===== src/rtl/tof_cascade.sv =====
// ----------------------------------------------------------------------------
// tof_cascade
//
// Reversible-logic engine. A small program store holds DEPTH gate slots, each
// a multi-control Toffoli gate (control mask + target bit). An accepted
// operand is loaded into a working register. The active slots are then
// applied one per clock, in forward order or in reverse order. The result is
// offered on a valid/ready output.
//
// Because every gate is self-inverse, running the same program in reverse
// undoes a forward run.
//
// Build option:
//   TOF_CASCADE_REVERSE_EN  defined   -> in_dir selects forward/reverse order
//                           undefined -> in_dir is ignored, always forward
//
// Parameters:
//   WIDTH  working register width in bits (2..32)
//   DEPTH  number of gate slots in the program store (1..64)
//
// Ports:
//   clk, rst              clock, asynchronous active-high reset
//   cfg_we/addr/ctrl/tgt  gate-slot write (only accepted while idle)
//   cfg_len_we/cfg_len    active program length (saturated to DEPTH)
//   busy                  high while running or holding a result
//   in_valid/in_ready     operand handshake; in_data operand, in_dir direction
//   out_valid/out_ready   result handshake; out_data result
// ----------------------------------------------------------------------------
module tof_cascade #(
    parameter int WIDTH = 8,
    parameter int DEPTH = 16,
    localparam int AW   = (DEPTH > 1) ? $clog2(DEPTH) : 1,
    localparam int TW   = $clog2(WIDTH),
    localparam int LW   = $clog2(DEPTH + 1)
) (
    input  logic             clk,
    input  logic             rst,
    input  logic             cfg_we,
    input  logic [AW-1:0]    cfg_addr,
    input  logic [WIDTH-1:0] cfg_ctrl,
    input  logic [TW-1:0]    cfg_tgt,
    input  logic             cfg_len_we,
    input  logic [LW-1:0]    cfg_len,
    output logic             busy,
    input  logic             in_valid,
    output logic             in_ready,
    input  logic [WIDTH-1:0] in_data,
    input  logic             in_dir,
    output logic             out_valid,
    input  logic             out_ready,
    output logic [WIDTH-1:0] out_data
);

    // Stored target is one bit wider than the port so it can also hold WIDTH,
    // the reset value that marks a slot as a no-op.
    localparam int  TSW      = $clog2(WIDTH + 1);
    localparam bit  ADDR_POW2 = ((1 << AW) == DEPTH);

    typedef enum logic [1:0] {
        IDLE = 2'd0,
        RUN  = 2'd1,
        DONE = 2'd2
    } state_t;

    state_t             state, state_d;
    logic [WIDTH-1:0]   work;
    logic               dir_q;
    logic [AW-1:0]      idx;
    logic [LW-1:0]      cnt;
    logic [LW-1:0]      len_q;
    logic [WIDTH-1:0]   ctrl_mem [DEPTH];
    logic [TSW-1:0]     tgt_mem  [DEPTH];

    // Direction actually used for an accepted operand.
    logic dir_eff;
`ifdef TOF_CASCADE_REVERSE_EN
    assign dir_eff = in_dir;
`else
    logic unused_in_dir;
    assign unused_in_dir = in_dir;
    assign dir_eff       = 1'b0;
`endif

    // Slot write is only legal for addresses inside the store.
    logic addr_ok;
    assign addr_ok = ADDR_POW2 || (int'(cfg_addr) < DEPTH);

    logic [LW-1:0] len_sat;
    assign len_sat = (cfg_len > LW'(DEPTH)) ? LW'(DEPTH) : cfg_len;

    // ------------------------------------------------------------------
    // Gate evaluation for the slot currently addressed by idx.
    // The target bit is removed from the mask, so a mask that only names the
    // target degenerates into an unconditional NOT.
    // ------------------------------------------------------------------
    logic [WIDTH-1:0] ctrl_cur;
    logic [TSW-1:0]   tgt_cur;
    logic             tgt_ok;
    logic [WIDTH-1:0] tbit;
    logic [WIDTH-1:0] mask_eff;
    logic             fire;
    logic [WIDTH-1:0] gated;

    always_comb begin
        ctrl_cur = ctrl_mem[idx];
        tgt_cur  = tgt_mem[idx];
        tgt_ok   = (int'(tgt_cur) < WIDTH);
        tbit     = tgt_ok ? (WIDTH'(1) << tgt_cur) : '0;
        mask_eff = ctrl_cur & ~tbit;
        fire     = tgt_ok && ((work & mask_eff) == mask_eff);
        gated    = fire ? (work ^ tbit) : work;
    end

    // ------------------------------------------------------------------
    // FSM next state and handshake outputs.
    // ------------------------------------------------------------------
    always_comb begin
        // NOTE: every output gets a default before the case so no path leaves
        // it unassigned; otherwise synthesis infers a latch.
        state_d   = state;
        in_ready  = 1'b0;
        out_valid = 1'b0;
        busy      = 1'b0;
        case (state)
            IDLE: begin
                in_ready = 1'b1;
                if (in_valid) state_d = RUN;
            end
            RUN: begin
                busy = 1'b1;
                // cnt==0 is the empty program: spend one cycle, then finish.
                if (cnt <= LW'(1)) state_d = DONE;
            end
            DONE: begin
                busy      = 1'b1;
                out_valid = 1'b1;
                if (out_ready) state_d = IDLE;
            end
            default: state_d = IDLE;
        endcase
    end

    assign out_data = work;

    // ------------------------------------------------------------------
    // State register, datapath and program store.
    // ------------------------------------------------------------------
    always_ff @(posedge clk or posedge rst) begin
        if (rst) begin
            // NOTE: sequential state uses non-blocking assignments so every
            // register samples pre-edge values regardless of statement order.
            state <= IDLE;
            work  <= '0;
            dir_q <= 1'b0;
            idx   <= '0;
            cnt   <= '0;
            len_q <= '0;
            // NOTE: the program store is reset explicitly because a freshly
            // reset engine must run no-op slots; this keeps it in flops.
            for (int i = 0; i < DEPTH; i++) begin
                ctrl_mem[i] <= '0;
                tgt_mem[i]  <= TSW'(WIDTH);
            end
        end else begin
            state <= state_d;
            case (state)
                IDLE: begin
                    if (cfg_we && addr_ok) begin
                        ctrl_mem[cfg_addr] <= cfg_ctrl;
                        tgt_mem[cfg_addr]  <= TSW'(cfg_tgt);
                    end
                    if (cfg_len_we) len_q <= len_sat;
                    if (in_valid) begin
                        work  <= in_data;
                        dir_q <= dir_eff;
                        cnt   <= len_q;
                        // Reverse starts at the last active slot; the L=0
                        // wrap is harmless because no slot is applied then.
                        idx   <= dir_eff ? AW'(len_q - LW'(1)) : '0;
                    end
                end
                RUN: begin
                    if (cnt != '0) begin
                        work <= gated;
                        cnt  <= cnt - LW'(1);
                        idx  <= dir_q ? (idx - AW'(1)) : (idx + AW'(1));
                    end
                end
                default: ;
            endcase
        end
    end

endmodule


===== config.mk =====
export PLATFORM = sky130hd
export DESIGN_NAME = tof_cascade
export DESIGN_NICKNAME = d
export VERILOG_FILES = /design/src/rtl/tof_cascade.sv
export SDC_FILE = /design/constraint.sdc
export NUM_CORES = 1
export LEC_CHECK = 0
export BUFFER_PORTS_ARGS = -buffer_cell sky130_fd_sc_hd__buf_2
export CORE_UTILIZATION = 50
export DETAILED_ROUTE_END_ITERATION = 10
export PLACE_DENSITY = 0.77
export SKIP_LAST_GASP = 1
export SLEW_MARGIN = 5
export SYNTH_ARGS = -nofsm -noshare
export SYNTH_HDL_FRONTEND = slang
export SYNTH_SLANG_ARGS = --single-unit

===== constraint.sdc =====
create_clock -name clk -period 18.6 [get_ports clk]
set_clock_uncertainty 0.2 [all_clocks]
set_input_delay 0.93 -clock clk [delete_from_list [all_inputs] [get_ports clk]]
set_output_delay 0.93 -clock clk [all_outputs]
set_load 0.005 [all_outputs]

# Word level (Yosys, flattened, before mapping)
# Index checks and enable logic that the tools add are counted.
[op_classes] addsub=2 n_mul=0 div_mod_pow=0 magnitude_cmp=6 eq_ne=8 shift=1 mux=31 bitwise=6 n_reduce_logical=11
[op_table] cell="bitwise mux 128 bit" n=1
[op_table] cell="bitwise mux 64 bit" n=1
[op_table] cell="2-to-1 mux 8 bit" n=7
[op_table] cell="binary-select mux 8 bit (select 4 bit)" n=1
[op_table] cell="demux 8 bit (select 4 bit)" n=1
[op_table] cell="2-to-1 mux 4 bit" n=5
[op_table] cell="bitwise AND 8 bit" n=2
[op_table] cell="binary-select mux 4 bit (select 4 bit)" n=1
[op_table] cell="demux 4 bit (select 4 bit)" n=1
[op_table] cell="one-hot mux 8 bit (2 select lines)" n=1
[op_table] cell="2-to-1 mux 5 bit" n=3
[op_table] cell="greater-or-equal comparator 5 bit, second input constant" n=2
[op_table] cell="!= test 2 bit, second input constant" n=5
[op_table] cell="NOT 4 -> 5 bit" n=2
[op_table] cell="one-hot mux 5 bit (2 select lines)" n=1
[op_table] cell="== test 8 bit" n=1
[op_table] cell="NOT 8 bit" n=1
[op_table] cell="one-hot mux 4 bit (2 select lines)" n=1
[op_table] cell="<< shifter 1 x 4 -> 8 bit, first input constant" n=1
[op_table] cell="bitwise XOR 8 bit" n=1
[op_table] cell="2-to-1 mux 2 bit" n=3
[op_table] cell="one-hot mux 2 bit (3 select lines)" n=1
[op_table] cell="AND reduction 3 bit" n=2
[op_table] cell="> comparator 5 bit, second input constant" n=1
[op_table] cell="other kinds (15)" n=19
[totals] ff_bits=216 latchBits=0 mem_bits_rw=0 mem_bits_ro=0 output_inout_bits=11 elab_cells=102 mem_count=0

# Longest topological paths before layout
# Gate-level depths: netlist of run 1.
[depth] ltp_word=14 mapped_depth=13

# Least setup slack after synthesis of run 1
# No wires, ideal clock.
[synth_timing] path_kind="register -> register" startpoint="register idx[0]" endpoint="register work[4], in the netlist out_data[4]" setup_time_ns=0.125 t_arrival_ns=2.445 path_slack_ns=15.830 path_stages_with_launch=12 path_buffers=3 cell_sequence="dfrtp_1 > buf_6 > buf_12 > mux4_2 > mux2i_4 > mux2i_4 > nor3b_4 > o211ai_2 > a22oi_4 > buf_6 > nand4_1 > nor3b_2"
[synth_via] elab_chain_cells=13
[synth_lines] item="start, declared" line_no="68" source="logic [AW-1:0] idx;"
[synth_lines] item="start signal, assigned" line_no="179" source="idx <= dir_eff ? AW'(len_q - LW'(1)) : '0;"
[synth_lines] item="start signal, assigned" line_no="186" source="idx <= dir_q ? (idx - AW'(1)) : (idx + AW'(1));"
[synth_lines] item="NOT 4 -> 5 bit (not written as such) *" line_no="105, 106"
[synth_lines] item="binary-select mux 4 bit (select 4 bit)" line_no="106" source="tgt_cur = tgt_mem[idx];"
[synth_lines] item="2-to-1 mux 4 bit (not written as such) (2 in series)" line_no="106"
[synth_lines] item="< comparator 4 bit or << shifter 1 x 4 -> 8 bit (tied branches)" line_no="107, 108"
[synth_lines] item="2-to-1 mux 8 bit" line_no="108" source="tbit = tgt_ok ? (WIDTH'(1) << tgt_cur) : '0;"
[synth_lines] item="NOT 8 bit" line_no="109" source="mask_eff = ctrl_cur & ~tbit;"
[synth_lines] item="bitwise AND 8 bit" line_no="109"
[synth_lines] item="bitwise AND 8 bit" line_no="110" source="fire = tgt_ok && ((work & mask_eff) == mask_eff);"
[synth_lines] item="== test 8 bit" line_no="110"
[synth_lines] item="logical AND 1 bit" line_no="110"
[synth_lines] item="!= test 2 bit (no source line)"
[synth_lines] item="AND reduction 4 bit (no source line)"
[synth_lines] item="end signal, assigned" line_no="174" source="work <= in_data;"
[synth_lines] item="end signal, assigned" line_no="184" source="work <= gated;"
[synth_lines] item="end, declared" line_no="66" source="logic [WIDTH-1:0] work;"
# Mark *: on every way between the ends. The rest lies on a longest branch, timed or not. The select of a mux whose other input is x is not followed.
# A chain may end at the register's enable or synchronous reset.

# Final worst setup path of run 1
[layout_timing] startpoint="register idx[0]" endpoint="register work[3], in the netlist out_data[3]"
# Same word-level chain as after synthesis.

==> results of run 1 <==
worst max-delay path by stage:
stage                  startpoint                 endpoint  slack [ns]  cells past startpoint
6_report       idx[0]$_DFFE_PP0P_  out_data[3]$_DFFE_PP0P_       14.74                      9
3_3_place_gp   idx[0]$_DFFE_PP0P_  out_data[3]$_DFFE_PP0P_       14.85                      9
5_1_grt        idx[0]$_DFFE_PP0P_  out_data[3]$_DFFE_PP0P_       14.46                      9
3_5_place_dp   idx[0]$_DFFE_PP0P_  out_data[3]$_DFFE_PP0P_       14.80                      9
4_1_cts        idx[0]$_DFFE_PP0P_  out_data[3]$_DFFE_PP0P_       14.74                      9
2_1_floorplan                 rst       cnt[0]$_DFFE_PP0P_       11.59                      1
critical path, stage by stage (launching register included):
cell and delay [ns]:
dfrtp_2 0.34, buf_4 0.65, mux4_2 0.38, mux2i_1 0.07
mux2i_1 0.60, nor3b_4 0.40, o211ai_2 0.15, a22oi_4 0.46
nand4_1 0.14, o311ai_1 0.30
per-stage QoR:
stage                     hold slack, ns  instance area (µm²)  std cells  total power, µW  setup WS, ns
after detailed placement           0.274                11000       1047             1550         14.80
after floorplan                    0.245                10600        772             1390         11.59
final                              0.285                11700       1091             1990         14.74
after global placement             0.270                11000       1047             1520         14.85
after global routing               0.292                11700       1091             2110         14.46
after CTS                          0.284                11700       1091             2000         14.74
kinds of logic (layout without fill, tap and decap cells):
group                      count (synthesis)  count (layout)  synth area share (%)
DFF                                      216             216                  51.3
and+or+nand+nor                          151             151                  7.98
muxes                                    257             257                  31.2
xor gates and xnor gates                   1               1                0.0829
AOI/OAI and AO/OA                         72              72                  5.40
adders and majority gates                  7               7                 0.829
buffers and inverters                     68             117                  3.20
layout make-up:
| type | instances | area, µm² | share of cell area [%] |
|---|---|---|---|
| clock inverter | 5 | 38.8 | 0.331 |
| inverter | 14 | 60.1 | 0.513 |
| timing repair buffer | 59 | 333 | 2.84 |
| clock buffer | 39 | 697 | 5.95 |
| multi-input combinational | 488 | 4820 | 41.1 |
| tap | 270 | 338 | 2.88 |
| sequential | 216 | 5430 | 46.4 |
state kept, by name (all words and copies together) (netlist names):
register  flops
idx           4
ctrl_mem    128
out_data      8
state         2
cnt           5
len_q         5
tgt_mem      64
layer usage:
layer	global-route usage, %	share of wire (%)	wire [µm]
met1	31.7	43	10300
met2	37.6	48	11500
met3	3.95	5.8	1380
met4	7.73	3.0	727
met5	0	0	0
cells in the final DEF, fill, tap and decap left out, types with 4 or more instances in the layout:
cell type / count
dfrtp_1: 197
nand2_1: 32
mux4_2: 36
o21ai_0: 15
mux2_2: 179
nand4_1: 8
clkbuf_1: 11
buf_2: 44
a211oi_1: 4
clkbuf_16: 24
mux2i_1: 38
dfstp_2: 16
nor3_1: 4
a21oi_1: 6
mux2i_4: 4
a41o_1: 4
inv_1: 13
and3_1: 7
nor2_1: 20
clkbuf_8: 4
a22oi_1: 8
o22ai_1: 4
ha_1: 7
and2_1: 8
nor2b_1: 21
nand3_1: 16
buf_4: 15
nand2b_1: 12
report_power, final:
part	internal [µW]	switching (µW)	leakage, µW
Combinational	384	359	0.00201
Sequential	685	118	0.00270
Clock	256	186	0.000356
==> results by group, run 1 <==
Detailed routing
  – Antenna violation net count after detailed routing: 0
  – Remaining DRCs: 0
  – Routed WL: between 20 and 25 mm
  – Vias per cell: approximately 6
  – Mean routed wirelength per cell: 21.9 µm
  – DRT iter0 DRCs: about 450
  – First-pass iteration count of the detailed router: 5
  – Via count: around 6.5k

Logic synthesis
  – Seq cells post-synth: 216
  – Area share of the largest cell type after synthesis: a little under half
  – Synth Instances: a little under 800
  – Count leader, synth: dfrtp_1
  – Post-synthesis sequential area ratio: between 50% and 60%
  – Yosys warning count: 0
  – Asr flop ratio synth: 100%
  – Top post-synthesis cells by count: 200 x dfrtp_1, 179 x mux2_2, 38 x mux2i_1
  – Synth cell types: 66
  – Post-Syn Area per Cell: about 14 µm²
  – Syn nets: roughly 800
  – Cell Area, Synth: approximately 11000 µm²
  – Synth Flop Type: dfrtp_1
  – Top post-synthesis cells by area: dfrtp_1 47%, mux2_2 19%, mux4_2 7.7%
  – Area leader, netlist: dfrtp_1
  – EDFF count, synth: 0

Critical path
  – Worst reg2reg path endpoint: out_data[3]$_DFFE_PP0P_
  – R2R depth: 9
  – CP max FO: 47
  – Required time worst endpoint: ~19 ns
  – CP Class: register to register
  – Critical Path Sink Type: register
  – R2r startpoint: idx[0]$_DFFE_PP0P_
  – Crit path DAT: 4.07 ns
  – Worst reg2reg setup slack: between 10 and 15 ns
  – CP Launch Type: register

Die
  – Die H: 147 µm
  – Initial Util: 51.6%
  – Die area: roughly 22000 µm²
  – Rows: 52
  – Die Wd: 147 µm
  – # IOs: 46
  – Core area: 20500 µm²

Clocking
  – CTS tree: done
  – Post-CTS Setup Bufs: 0
  – Clock Root Buffer: clkbuf_16
  – Latest clock arrival within the worst-skew pair: 0.52 ns
  – CTS H-tree depth: 1
  – # resized after CTS: 0
  – CTS Sinks: around 220
  – Hold_buf cts: 0
  – Num CTS Buffers: 24
  – Clock Tree Buf Depth: 3
  – Clock-pin slew on the worst setup and hold paths: about 0.06 ns

STA
  – Post-route setup TNS: 0 ns
  – Relative slew slack: between 20% and 30%
  – Worst-Margin Slew: between 1 and 1.5 ns
  – Final Hold Fails: 0
  – Final setup fails: 0
  – Max frequency: about 260 MHz
  – Unrepaired setup endpoints after global routing: no
  – Final max-slew violation count: 0
  – Period utilization: 20.8%
  – Period minus WS final: 3.86 ns

Global route
  – Vias in the first global route: about 6.8k
  – First-pass GRT wire length: between 30 and 40 mm
  – GRT Resource Usage Total: 23.1%
  – Initial antenna violation count: 0
  – Largest net degree at the start of global routing: around 140
  – GR Overflow Total: 0

Power
  – Maximum vdd drop: 66.1 µV
  – Static Leak: 0.00507 µW
  – Pwr Density: roughly 170 nW/µm²

Outcome
  – Status: finished, final reports clean

Worst hold path
  – Hold endpoint: tgt_mem[11]$_DFFE_PP1P_
  – Hold Path Origin: tgt_mem[11]$_DFFE_PP1P_
  – Hold Path Stages: 1
  – Worst hold path type: register to register

Place
  – Placer congestion estimate: 0.817
  – DP HPWL: about 14 mm
  – # port buffers: 44

Cells and area
  – Share of layout cells above drive strength 1: a little over two fifths
  – Fin util: 57.1%
  – Ant diodes: 0
  – P&R area growth vs syn: 10.8%
  – Fillers: between 1.5k and 2k
  – Final nets: 845

Run
  – # Max-Cap Violations: 0
No activity file was read; power rests on OpenSTA's default activity.
==> run 2, diff against run 1 <==
PLACE_DENSITY = 0.79   (was 0.77)
clock period = 3.3 ns   (was 18.6 ns; I/O delays follow)
==> run 2 against run 1 <==
Sequential power rose to 5.7 times the previous value. Hold slack got worse by 0.25 ns. Critical path depth fell by 1. Via count rose by 4.3%. Global-route usage rose by 1.4 points. Non-clock buffer count rose by 63. First-iteration DRC count fell by 18%. Sequential cell count did not move. Maximum frequency rose by 24%. Register-to-register slack got worse by 15 ns. Critical endpoint is now out_data[7]$_DFFE_PP0P_. Highest routed layer unchanged.
==> results by group, run 2 (synthesis gave the netlist of run 1 again) <==
Cells and area
  – Design Area, Final: 12300 µm² (+5.0%)
  – Most common cell after layout, fill and taps aside: dfrtp_1
  – P&R area growth vs syn: 16.4%
  – Reg with most FFs: ctrl_mem
  – Fillers: 1589 (-4.4%)
  – Final nets: 907 (+7.3%)
  – Ant diodes: 0 (unchanged)
  – Final cell count without fillers: 1151 (+5.5%)
  – Max FFs per register: 128 (unchanged)
  – Fin util: 60.0% (+2.9 points)
  – Most frequent cells in the layout: 197 x dfrtp_1, 179 x mux2_2, 44 x buf_2
  – Share of layout cells above drive strength 1: 42.8% (+0.16 points)

Global route
  – First-pass GRT wire length: 40.5 mm (+5.4%)
  – GR Overflow Total: 0 (unchanged)
  – Largest net degree at the start of global routing: 81 (-41%)
  – Vias in the first global route: 7146 (+5.2%)
  – Initial antenna violation count: 0 (unchanged)
  – GRT Resource Usage Total: 24.6% (+1.4 points)

Critical path
  – CP Class: register to register
  – CP Launch Type: register
  – CP max FO: 13 (-72%)
  – Crit path DAT: 3.27 ns (-0.80 ns)
  – Critical Path Sink Type: register
  – Required time worst endpoint: 3.47 ns (-15.34 ns)

STA
  – Final setup fails: 0 (unchanged)
  – Post-route setup TNS: 0 ns (unchanged)
  – Final worst slack: 0.195 ns (-14.54 ns)
  – Relative slew slack: 41.1% (+13 points)
  – Unrepaired setup endpoints after global routing: no
  – Period minus WS final: 3.11 ns (-0.758 ns)
  – Max frequency: 322 MHz (+24%)
  – Period utilization: 94.1% (+73 points)
  – Final max-slew violation count: 0 (unchanged)
  – Worst-Margin Slew: 0.884 ns (-0.190 ns)
  – Final Hold Fails: 0 (unchanged)

Clocking
  – Clock Root Buffer: clkbuf_16
  – Clock Tree Buf Depth: 3 (unchanged)
  – CTS tree: done
  – Clock-pin slew on the worst setup and hold paths: 0.06 ns (about the same)
  – Num CTS Buffers: 23 (-4.2%)
  – CTS H-tree depth: 1 (unchanged)
  – Latest clock arrival within the worst-skew pair: 0.51 ns (about the same)
  – CTS Sinks: 216 (unchanged)

Detailed routing
  – First-pass iteration count of the detailed router: 5 (unchanged)
  – Remaining DRCs: 0 (unchanged)
  – Mean routed wirelength per cell: 22.1 µm (+1.1%)
  – Via count: 6819 (+4.3%)
  – Routed WL: 25.5 mm (+6.7%)
  – Antenna violation net count after detailed routing: 0 (unchanged)
  – Vias per cell: 5.92 (-1.1%)
  – DRT iter0 DRCs: 372 (-18%)

Power
  – Cell Int Power: 7770 µW (+490%)
  – Pwr Density: 945 nW/µm² (+460%)
  – Switching power total: 3850 µW (+480%)
  – Logic pwr share: 39.3% (+1.9 points)
  – Reg power frac: 39.5% (-0.9 points)
  – Net Sw Frac: 33.1% (-0.19 points)
  – Maximum vdd drop: 386 µV (+480%)
  – Clk pwr share: 21.2% (-1.0 points)
  – Static Leak: 0.00537 µW (+5.8%)

Place
  – # port buffers: 44 (unchanged)
  – DP Cell Count: 1076 (+2.8%)
  – Pre-CTS WS: 0.187 ns (-14.61 ns)
  – Placed instance area: 11200 µm² (+2.5%)
  – DP HPWL: 15.9 mm (+11%)
  – Placer congestion estimate: 0.836 (+2.4%)

Die
  – Die area: 21700 µm² (unchanged)
  – Rows: 52 (unchanged)
  – Die H: 147 µm (unchanged)
  – Core area: 20500 µm² (unchanged)
  – Initial Util: 51.6% (unchanged)
  – Die Wd: 147 µm (unchanged)
  – # IOs: 46 (unchanged)

Outcome
  – Status: finished, final reports clean

Run
  – # Max-Cap Violations: 0 (unchanged)

Worst hold path
  – Worst hold path type: input pin to register
## run 2: cell types whose count changed in the layout (fill, tap and decap cells not counted), moves of 2 or more
cell	delta
buf_12	+5
buf_4	+24
clkbuf_1	-2
dlygate4sd3_1	+34
## run 2: area by class of cell
class / instances / area, µm² / area share, %
clock inverters: 6 / 57.6 / 0.468
inverters: 14 / 56.3 / 0.458
multi-input cells: 488 / 4810 / 39.1
well taps: 270 / 338 / 2.75
repair buffers: 122 / 953 / 7.75
clock buffers: 35 / 651 / 5.29
flip-flops and latches: 216 / 5430 / 44.2
## run 2: metal layers
metal,vias to the layer above,wire (µm),global-route usage [%]
met5,-,0,0
met4,0,833,8.66
met3,55,1600,5.12
met2,204,11900,39.1
met1,3534,11200,33.7
li1,3026,-,-
## run 2: worst paths after layout
| check | cells after the start | endpoint | startpoint | slack, ns |
|---|---|---|---|---|
| min reg2reg | 1 | tgt_mem[43]$_DFFE_PP1P_ | tgt_mem[43]$_DFFE_PP1P_ | 0.28 |
| min in group asynchronous | 4 | tgt_mem[18]$_DFFE_PP0P_ | rst | 0.55 |
| max reg2reg | 8 | out_data[7]$_DFFE_PP0P_ | idx[1]$_DFFE_PP0P_ | 0.19 |
| max in group asynchronous | 5 | ctrl_mem[32]$_DFFE_PP0P_ | rst | 1.42 |
| min | 4 | ctrl_mem[46]$_DFFE_PP0P_ | cfg_addr[1] | 0.03 |
| max | 8 | out_data[7]$_DFFE_PP0P_ | idx[1]$_DFFE_PP0P_ | 0.19 |
## run 2: through the flow
stage,hold WS [ns],total power (µW)
CTS,0.0213,11600
global route,0.0620,12300
finish,0.0346,11600
global placement,-0.0719,8850
floorplan,0.110,7830
detailed placement,-0.0707,9090
## run 2: power groups by stage
stage	combinational, µW	clock (µW)	sequential, µW
finish	4570	2460	4600
global route	4950	2610	4760
CTS	4560	2500	4590
detailed placement	4460	0	4630
global placement	4310	0	4530
floorplan	3500	0	4330
## run 2: what timing repair did
action / CTS / global route
endpoints found under the setup margin: 0 / 1
hold buffers: 34 / 0
resized for setup: 0 / 1
endpoints found under the hold margin: 391 / 0
buffers inserted: 0 / 0
## run 2: worst max-delay path, cell delays in order, from the launching register on
cell      delay, ns
dfrtp_2        0.61
buf_4          0.27
mux4_2         0.52
mux4_2         0.50
nor2b_1        0.19
nor2_1         0.20
buf_4          0.18
a41o_1         0.19
o211ai_2       0.08
